<file path="src/rtl/anabellek_obek_yaniticisi_pkg.sv">
// Shared definitions for the instruction-cache block-refill responder:
// state encodings, block geometry and the fill instruction.
package anabellek_obek_yaniticisi_pkg;

  localparam logic [2:0] BOSTA = 3'd0;
  localparam logic [2:0] OKU   = 3'd1;
  localparam logic [2:0] BEKLE = 3'd2;
  localparam logic [2:0] TAMAM = 3'd3;
  localparam logic [2:0] BIRAK = 3'd4;

  localparam int OBEK_KELIME_SAYISI  = 4;
  localparam int OBEK_OFSET_GENISLIK = 4;

  localparam logic [31:0] NOP_BUYRUK = 32'h0000_0013;

  function automatic logic [31:0] obekTabani(input logic [31:0] adres);
    return adres & ~((32'd1 << OBEK_OFSET_GENISLIK) - 32'd1);
  endfunction

  // The base is block aligned, so OR-ing in the word offset never carries.
  function automatic logic [31:0] kelimeAdresi(input logic [31:0] taban,
                                               input logic [1:0]  indeks);
    return taban | {28'd0, indeks, 2'b00};
  endfunction

endpackage

</file>
<file path="src/rtl/anabellek_obek_yaniticisi_zaman_asimi_sayaci.sv">
// Per-word wait counter. o_doldu rises at the start of the last permitted
// wait cycle, so the caller can still accept data in that same cycle.
module anabellek_zaman_asimi_sayaci
  import anabellek_obek_yaniticisi_pkg::*;
#(
  parameter int W = 8
) (
  input  logic         clk,
  input  logic         rst,
  input  logic         i_temizle,
  input  logic         i_etkin,
  input  logic [W-1:0] i_sinir,
  output logic         o_doldu
);

  logic [W-1:0] r_sayac;
  logic         r_doldu;
  logic [W:0]   w_sonraki;
  logic [W:0]   w_sonHedef;

  assign w_sonraki  = {1'b0, r_sayac} + (W+1)'(1);
  assign w_sonHedef = {1'b0, i_sinir} - (W+1)'(1);

  // A limit of one makes the first cycle of the wait already the last one.
  always_ff @(posedge clk) begin
    if (rst) begin
      r_sayac <= '0;
      r_doldu <= 1'b0;
    end else if (i_temizle) begin
      r_sayac <= '0;
      r_doldu <= (i_sinir == W'(1));
    end else if (i_etkin && !r_doldu) begin
      r_sayac <= w_sonraki[W-1:0];
      if ((i_sinir != '0) && (w_sonraki == w_sonHedef)) begin
        r_doldu <= 1'b1;
      end
    end
  end

  assign o_doldu = r_doldu;

endmodule

</file>
<file path="src/rtl/anabellek_obek_yaniticisi.sv">
// Memory-side responder: fetches a 128-bit block as four single-outstanding
// word reads and returns it with a one-cycle valid pulse.
module anabellek_obek_yaniticisi
  import anabellek_obek_yaniticisi_pkg::*;
#(
  parameter int          ZAMAN_ASIMI  = 255,
  parameter logic [31:0] DOLGU_BUYRUK = NOP_BUYRUK
) (
  input  logic         clk,
  input  logic         rst,
  input  logic         anabellek_istek_g,
  input  logic [31:0]  anabellek_adres_g,
  output logic [127:0] anabellek_obek_c,
  output logic         anabellek_gecerli_obek_c,
  output logic         anabellek_hata_c,
  output logic         bellek_istek_c,
  output logic [31:0]  bellek_adres_c,
  input  logic         bellek_gecerli_g,
  input  logic [31:0]  bellek_veri_g
);

  localparam int SAYAC_W = (ZAMAN_ASIMI < 2) ? 1 : $clog2(ZAMAN_ASIMI + 1);
  localparam logic [SAYAC_W-1:0] SAYAC_SINIRI = SAYAC_W'(ZAMAN_ASIMI);

  logic [2:0]                             r_durum;
  logic [31:0]                            r_taban;
  logic [1:0]                             r_indeks;
  logic                                   r_hataBayragi;
  logic [OBEK_KELIME_SAYISI-1:0][31:0]    r_tampon;

  logic [OBEK_KELIME_SAYISI-1:0][31:0]    w_tamponSonraki;
  logic                                   w_zamanAsimi;
  logic                                   w_doldu;
  logic                                   w_sayacEtkin;
  logic                                   w_sayacTemizle;
  logic [31:0]                            w_yeniTaban;

  assign w_yeniTaban    = obekTabani(anabellek_adres_g);
  assign w_sayacEtkin   = (r_durum == OKU) || (r_durum == BEKLE);
  assign w_sayacTemizle = !w_sayacEtkin || ((r_durum == BEKLE) && bellek_gecerli_g);

  anabellek_zaman_asimi_sayaci #(
    .W (SAYAC_W)
  ) u_sayac (
    .clk       (clk),
    .rst       (rst),
    .i_temizle (w_sayacTemizle),
    .i_etkin   (w_sayacEtkin),
    .i_sinir   (SAYAC_SINIRI),
    .o_doldu   (w_doldu)
  );

  // Data arriving in the final wait cycle takes priority over the timeout.
  always_comb begin
    w_tamponSonraki = r_tampon;
    w_zamanAsimi    = 1'b0;
    if (r_durum == BEKLE) begin
      if (bellek_gecerli_g) begin
        w_tamponSonraki[r_indeks] = bellek_veri_g;
      end else if ((ZAMAN_ASIMI != 0) && w_doldu) begin
        w_zamanAsimi = 1'b1;
        for (int i = 0; i < OBEK_KELIME_SAYISI; i++) begin
          if (i >= int'(r_indeks)) begin
            w_tamponSonraki[i[1:0]] = DOLGU_BUYRUK;
          end
        end
      end
    end
  end

  // Outputs are set on the edge entering the state they belong to, so the
  // read request is visible during OKU and the block pulse during TAMAM.
  always_ff @(posedge clk) begin
    if (rst) begin
      r_durum                  <= BOSTA;
      r_taban                  <= '0;
      r_indeks                 <= '0;
      r_hataBayragi            <= 1'b0;
      r_tampon                 <= '0;
      anabellek_obek_c         <= '0;
      anabellek_gecerli_obek_c <= 1'b0;
      anabellek_hata_c         <= 1'b0;
      bellek_istek_c           <= 1'b0;
      bellek_adres_c           <= '0;
    end else begin
      bellek_istek_c           <= 1'b0;
      anabellek_gecerli_obek_c <= 1'b0;
      anabellek_hata_c         <= 1'b0;
      r_tampon                 <= w_tamponSonraki;
      case (r_durum)
        BOSTA: begin
          if (anabellek_istek_g) begin
            r_taban        <= w_yeniTaban;
            r_indeks       <= 2'd0;
            r_hataBayragi  <= 1'b0;
            bellek_istek_c <= 1'b1;
            bellek_adres_c <= kelimeAdresi(w_yeniTaban, 2'd0);
            r_durum        <= OKU;
          end
        end
        OKU: begin
          r_durum <= BEKLE;
        end
        BEKLE: begin
          if (bellek_gecerli_g && (r_indeks != 2'd3)) begin
            r_indeks       <= r_indeks + 2'd1;
            bellek_istek_c <= 1'b1;
            bellek_adres_c <= kelimeAdresi(r_taban, r_indeks + 2'd1);
            r_durum        <= OKU;
          end else if (bellek_gecerli_g || w_zamanAsimi) begin
            r_hataBayragi            <= w_zamanAsimi;
            anabellek_obek_c         <= w_tamponSonraki;
            anabellek_gecerli_obek_c <= 1'b1;
            anabellek_hata_c         <= r_hataBayragi | w_zamanAsimi;
            r_durum                  <= TAMAM;
          end
        end
        TAMAM: begin
          r_durum <= BIRAK;
        end
        BIRAK: begin
          if (!anabellek_istek_g) begin
            r_durum <= BOSTA;
          end
        end
        default: begin
          r_durum <= BOSTA;
        end
      endcase
    end
  end

endmodule

</file>
<file path="config.mk">
export PLATFORM = sky130hd
export DESIGN_NAME = anabellek_obek_yaniticisi
export DESIGN_NICKNAME = d
export VERILOG_FILES = /design/src/rtl/anabellek_obek_yaniticisi_pkg.sv /design/src/rtl/anabellek_obek_yaniticisi_zaman_asimi_sayaci.sv /design/src/rtl/anabellek_obek_yaniticisi.sv
export SDC_FILE = /design/constraint.sdc
export NUM_CORES = 1
export LEC_CHECK = 0
export ABC_AREA = 1
export CELL_PAD_IN_SITES_DETAIL_PLACEMENT = 1
export CELL_PAD_IN_SITES_GLOBAL_PLACEMENT = 2
export CORE_ASPECT_RATIO = 0.9
export CORE_MARGIN = 4
export CORE_UTILIZATION = 31
export DETAILED_ROUTE_END_ITERATION = 7
export PLACE_DENSITY = 0.94
export SLEW_MARGIN = 10
export SYNTH_ARGS = -nofsm -noshare
export SYNTH_HDL_FRONTEND = slang
export SYNTH_SLANG_ARGS = --single-unit
</file>
<file path="constraint.sdc">
create_clock -name clk -period 3.6 [get_ports clk]
set_clock_uncertainty 0.15 [all_clocks]
set_input_delay 0.72 -clock clk [delete_from_list [all_inputs] [get_ports clk]]
set_output_delay 0.72 -clock clk [all_outputs]
set_load 0.005 [all_outputs]
</file>
; After elaboration in Yosys (flattened, before gate mapping)
; Index checks and enable logic that the tools add are counted.
[word_totals]
register_bits = 334
latchBits = 0
ram_bits = 0
romBits = 0
in_bits = 68
out_inout_bits = 163
word_cells = 90
n_memories = 0
[op_classes]
add_sub_neg = 2
multipliers = 0
div_mod_pow = 0
magnitude_cmp = 5
eq_ne = 12
n_shift = 0
muxes = 31
n_bitwise = 5
reduce_logical = 20
[op_table]
columns = op, count
row1 = 128-bit two-way mux, 3
row2 = 32-bit two-way mux, 6
row3 = 128-bit bitwise mux, 1
row4 = 32-bit demux with 2-bit select, 1
row5 = 32-bit case mux with 2 select lines, 1
row6 = 32-bit by 4-bit bitwise OR with 32-bit output, 1
row7 = 3-bit case mux with 5 select lines, 1
row8 = 3-bit two-way mux, 4
row9 = "8-bit by 1-bit adder with 9-bit output, second input constant", 1
row10 = "9-bit by 8-bit equality test with 1-bit output, second input constant", 1
row11 = 1-bit two-way mux, 9
row12 = 3-bit AND reduction, 3
row13 = "2-bit != test, second input constant", 4
row14 = "3-bit by 2-bit equality test with 1-bit output, second input constant", 2
row15 = "1-bit by 2-bit greater-or-equal comparator with 1-bit output, first input constant", 2
row16 = 1-bit logical AND, 4
row17 = 2-bit two-way mux, 2
row18 = "2-bit by 1-bit != test with 1-bit output, second input constant", 2
row19 = 1-bit case mux with 2 select lines, 2
row20 = 2-bit case mux with 2 select lines, 1
row21 = 2-bit AND reduction, 2
row22 = 4-bit AND reduction, 1
row23 = 4-bit OR reduction, 1
row24 = "3-bit by 1-bit equality test with 1-bit output, second input constant", 1
row25 = other kinds (14), 19

; Longest topological paths before layout
[depth]
depth_word = 7
ltp_mapped = 11
mapped_depth_nobuf = 9

; Hierarchy
; Synthesis repeated with hierarchy kept, for this count alone.
[hier_totals]
hier_cells = 2155
area_unflattened_um2 = 13600.5
[by_module_without_submodules]
columns = module, instances, cells_each, area_each_um2, seq_area_each_um2
row1 = anabellek_obek_yaniticisi, 1, 1991, 12699.7, 5785.5
row2 = anabellek_zaman_asimi_sayaci, 1, 164, 900.9, 180.2

; Worst setup path after synthesis
; OpenSTA, ideal clock, no wires.
[synth_timing]
kind = input -> register
start = input bellek_gecerli_g
end = register anabellek_obek_c[91]
setup_ns = 0.126
arrival_ns = 1.694
required_ns = 3.324
path_slack_ns = 1.630
stages = 9
path_buffers = 3
path_cell_list = buf_4 nand2_1 nand2_2 inv_4 nand2_4 inv_2 buf_2 buf_2 a21oi_1
[synth_between]
elab_chain_cells = 4
elab_cells_between_ends = 8
cone_classes = mux: 4 / bitwise: 1 / reduce/logical: 3
[synth_lines]
columns = item, line
row1 = start: declaration, anabellek_obek_yaniticisi.sv:18  ; input logic bellek_gecerli_g,
row2 = 1-bit two-way mux, anabellek_obek_yaniticisi.sv:58  ; if (bellek_gecerli_g) begin
row3 = 1-bit two-way mux, anabellek_obek_yaniticisi.sv:57  ; if (r_durum == BEKLE) begin
row4 = 1-bit logical OR, anabellek_obek_yaniticisi.sv:110  ; end else if (bellek_gecerli_g || w_zamanAsimi) begin
row5 = 3-bit AND reduction (no line), n/a
row6 = end signal: assignment, anabellek_obek_yaniticisi.sv:112  ; anabellek_obek_c <= w_tamponSonraki;
row7 = end: declaration, anabellek_obek_yaniticisi.sv:13  ; output logic [127:0] anabellek_obek_c,
; Parallel ways exist; a longest one is shown, timed or not.
; A chain may end at the register's enable or synchronous reset.

; Final worst setup path
[layout_timing]
start = register r_durum[1]
end = register anabellek_obek_c[67]
[layout_between]
elab_chain_cells = 4
elab_cells_between_ends = 5
cone_classes = eq/ne: 1 / mux: 2 / reduce/logical: 2
[layout_lines]
columns = item, line
row1 = start: declaration, anabellek_obek_yaniticisi.sv:25  ; logic [2:0] r_durum;
row2 = start signal: assignment, anabellek_obek_yaniticisi.sv:75  ; r_durum <= BOSTA;
row3 = start signal: assignment, anabellek_obek_yaniticisi.sv:98  ; r_durum <= OKU;
row4 = start signal: assignment, anabellek_obek_yaniticisi.sv:102  ; r_durum <= BEKLE;
row5 = 3-bit by 2-bit equality test with 1-bit output *, "anabellek_obek_yaniticisi.sv:57, anabellek_obek_yaniticisi.sv:90"
row6 = 1-bit two-way mux, anabellek_obek_yaniticisi.sv:57
row7 = 1-bit logical OR, anabellek_obek_yaniticisi.sv:110
row8 = 3-bit AND reduction (no line), n/a
; Mark *: on every way between the ends. The rest lies on a longest branch, timed or not.

==> metrics <==
post-synth top area cell dfxtp_1; FFs w/ async S/R, synth 0%; Synth top area share 52.3%; Post-synth EDFFs 0; most frequent cells after synthesis dfxtp_1, o21ai_0, nand2_1, a21oi_1, nor2_1; CTS Buf Count 31; max-cap viol count 0; Final min period 2.56 ns; CTS sink count ~300; largest net degree at the start of global routing 106; Peak VDD IR approximately 350 uV; total I/O pin count 231; Final setup violation count 0; Post-synth top flop dfxtp_1; post-synth cell types 30; max_slew headroom a little under a third; CP startpoint r_durum[1]; DR vias around 11,000; crit path to anabellek_obek_c[67]; Pwr Density roughly 510 mW/mm^2; Leak 5.66 nW; CP startpoint kind flip-flop; status finished clean; DP HPWL between 20,000 and 30,000 um; Synth Cell Area 0.0114 mm^2; kind of critical path reg2reg; synth warn 0; Remaining Overflow, GRT 0; DRC 0; Core Area 0.0363 mm^2; synthesized area per cell 7.84 um^2; gpl congestion roughly 0.8; Slew Viols, Final 0; r2r worst-path depth 9; hold path start r_taban[30]; Die Width 210 um; final hold slack 0.295 ns; vias in the first global route 10,600; hold crit path type reg2reg; initial core utilization 31.5%; Worst-Margin Slew 1.04 ns; die height about 190 um; hold buffer count at CTS 0; CTS tree done; nets 1,693; layout cells sized above 1 5.68%; setup bufs post-CTS 0; Setup TNS 0 ns; Clk Latency, worst-skew pair 0.56 ns; maximum clock frequency 0.391 GHz; sequential element share of the synthesized area 52.3%; Critical Path AT 2.89 ns; Worst Path Required between 3 and 4 ns; diode count 0; via/cell ratio ~5; htree depth 1; std cell rows 66; dominant cell by count in the synthesized netlist dfxtp_1; Post-Synthesis Cells around 1,500; Worst R2R Setup Slack around 1.0 ns; Final Non-Filler Cells 2,113; Reg2Reg Launch Point r_durum[1]; Clock transition at path regs 0.06 ns; crit share post-route 71.1%; clock buffer depth 3; mean routed wirelength per cell about 19 um; Post-DRT Antenna Nets 0; CTS resizes 0; Area growth syn-to-layout 30.6%; antenna violations before repair 2; r2r endpoint anabellek_obek_c[67]; drt first pass iters 5; # fillers 4,371; post-route setup slack about 1.0 ns; IO Port Bufs 224; Area contributors post-synth dfxtp_1, o21ai_0, a21oi_1, nand2_1, o21ai_1; RSZ-0062 raised after global routing false; CP max FO 46; GR Util All Layers 19.2%; first-pass GRT wire length 61,700 um; CP endpoint kind flip-flop; Synth Register Bits 298; Hold Violations, Final 0; die area ~0.040 mm^2; placed cells around 2,100; Root Buffer clkbuf_16; Starting DRT DRC Count 657; final WL 39,700 um; pre-CTS setup slack 0.452 ns
## area by class of cell
class | instances | area [um^2] | area share, %
flip-flops and latches | 298 | 5970 | 40.0
clock inverters | 7 | 63.8 | 0.428
inverters | 81 | 314 | 2.11
well taps | 476 | 596 | 3.99
clock buffers | 45 | 898 | 6.02
multi-input cells | 959 | 4590 | 30.8
repair buffers | 247 | 2490 | 16.7
## per-layer routing
metal	global-route usage (%)	part of all wire, %
met1	26.4	47
met2	30.4	44
met3	4.70	6.2
met4	4.92	2.6
met5	0	0.076
## critical path: stages (launching register included)
cell and delay (ns):
dfxtp_1 0.41, nand2_2 0.12, nor2_8 0.45, nand2_2 0.16, inv_4 0.19, nand2_4 0.10
inv_6 0.32, buf_12 0.27, o21ai_1 0.08, a21oi_1 0.20
## worst min-delay path by stage
| stage | slack, ns | end | cells after the start |
|---|---|---|---|
| finish | 0.29 | r_taban[30] | 2 |
| global route | 0.32 | r_taban[5] | 2 |
| CTS | 0.30 | r_taban[13] | 2 |
| detailed placement | 0.29 | r_taban[13] | 2 |
| global placement | 0.28 | r_taban[22] | 2 |
| floorplan | 0.27 | r_taban[10] | 2 |
## cells in the final DEF, fill, tap and decap left out, types with 2 or more instances in the layout
cell type        Yosys  final
buf_12               0      6
conb_1               1      2
o21ai_1            125    125
o21ai_0            234    233
inv_1               77     76
dfxtp_1            298    298
nor2_1             131    131
nor2_2               2      2
clkbuf_1            70      7
ha_1                 7      7
nand2_1            202    202
a31oi_1             28     28
clkdlybuf4s50_1      0    223
a21oi_1            156    156
inv_6                0      2
inv_4                1      2
clkinv_2             0      5
nand3_1             14     13
o21bai_1             2      2
or2_1               23     23
nand3b_1             2      2
nand2_2              5      5
or2_2                7      7
inv_2                3      2
nand2_4              2      2
buf_4                7     18
nor3_1               2      2
clkbuf_16            0     31
o22ai_1             13     13
clkbuf_8             0      7
## kinds of logic after synthesis
kind of cell | share of synthesized area, %
AO/OA/AOI/OAI | 25.0
buffers and inverters | 7.73
other | 0.0329
adder cells (fa/ha/maj) | 0.767
flip-flops | 52.3
AND/OR/NAND/NOR | 14.2
## where the power goes
part / switching, W / leakage [nW] / internal [W]
combinational: 0.000513 / 2.77 / 0.000372
clock: 0.00132 / 0.479 / 0.00178
sequential: 0.0000921 / 2.42 / 0.00347
## through the flow
step                power (W)  utilization, %  area (um^2)
detailed placement    0.00452            38.5        13900
finish                0.00754            41.1        14900
floorplan             0.00406               -        11400
global placement      0.00449            38.5        13900
CTS                   0.00763            41.1        14900
global route          0.00787            41.1        14900
## registers in the layout (all words and copies together), names as in the netlist
| register | flops |
|---|---|
| anabellek_gecerli_obek_c | 1 |
| anabellek_hata_c | 1 |
| anabellek_obek_c | 128 |
| bellek_adres_c | 29 |
| bellek_istek_c | 1 |
| r_durum | 3 |
| r_hataBayragi | 1 |
| r_indeks | 1 |
| r_taban | 28 |
| r_tampon | 96 |
| u_sayac.o_doldu | 1 |
| u_sayac.r_sayac | 8 |
Note: power is estimated with default switching activity, not from simulation.
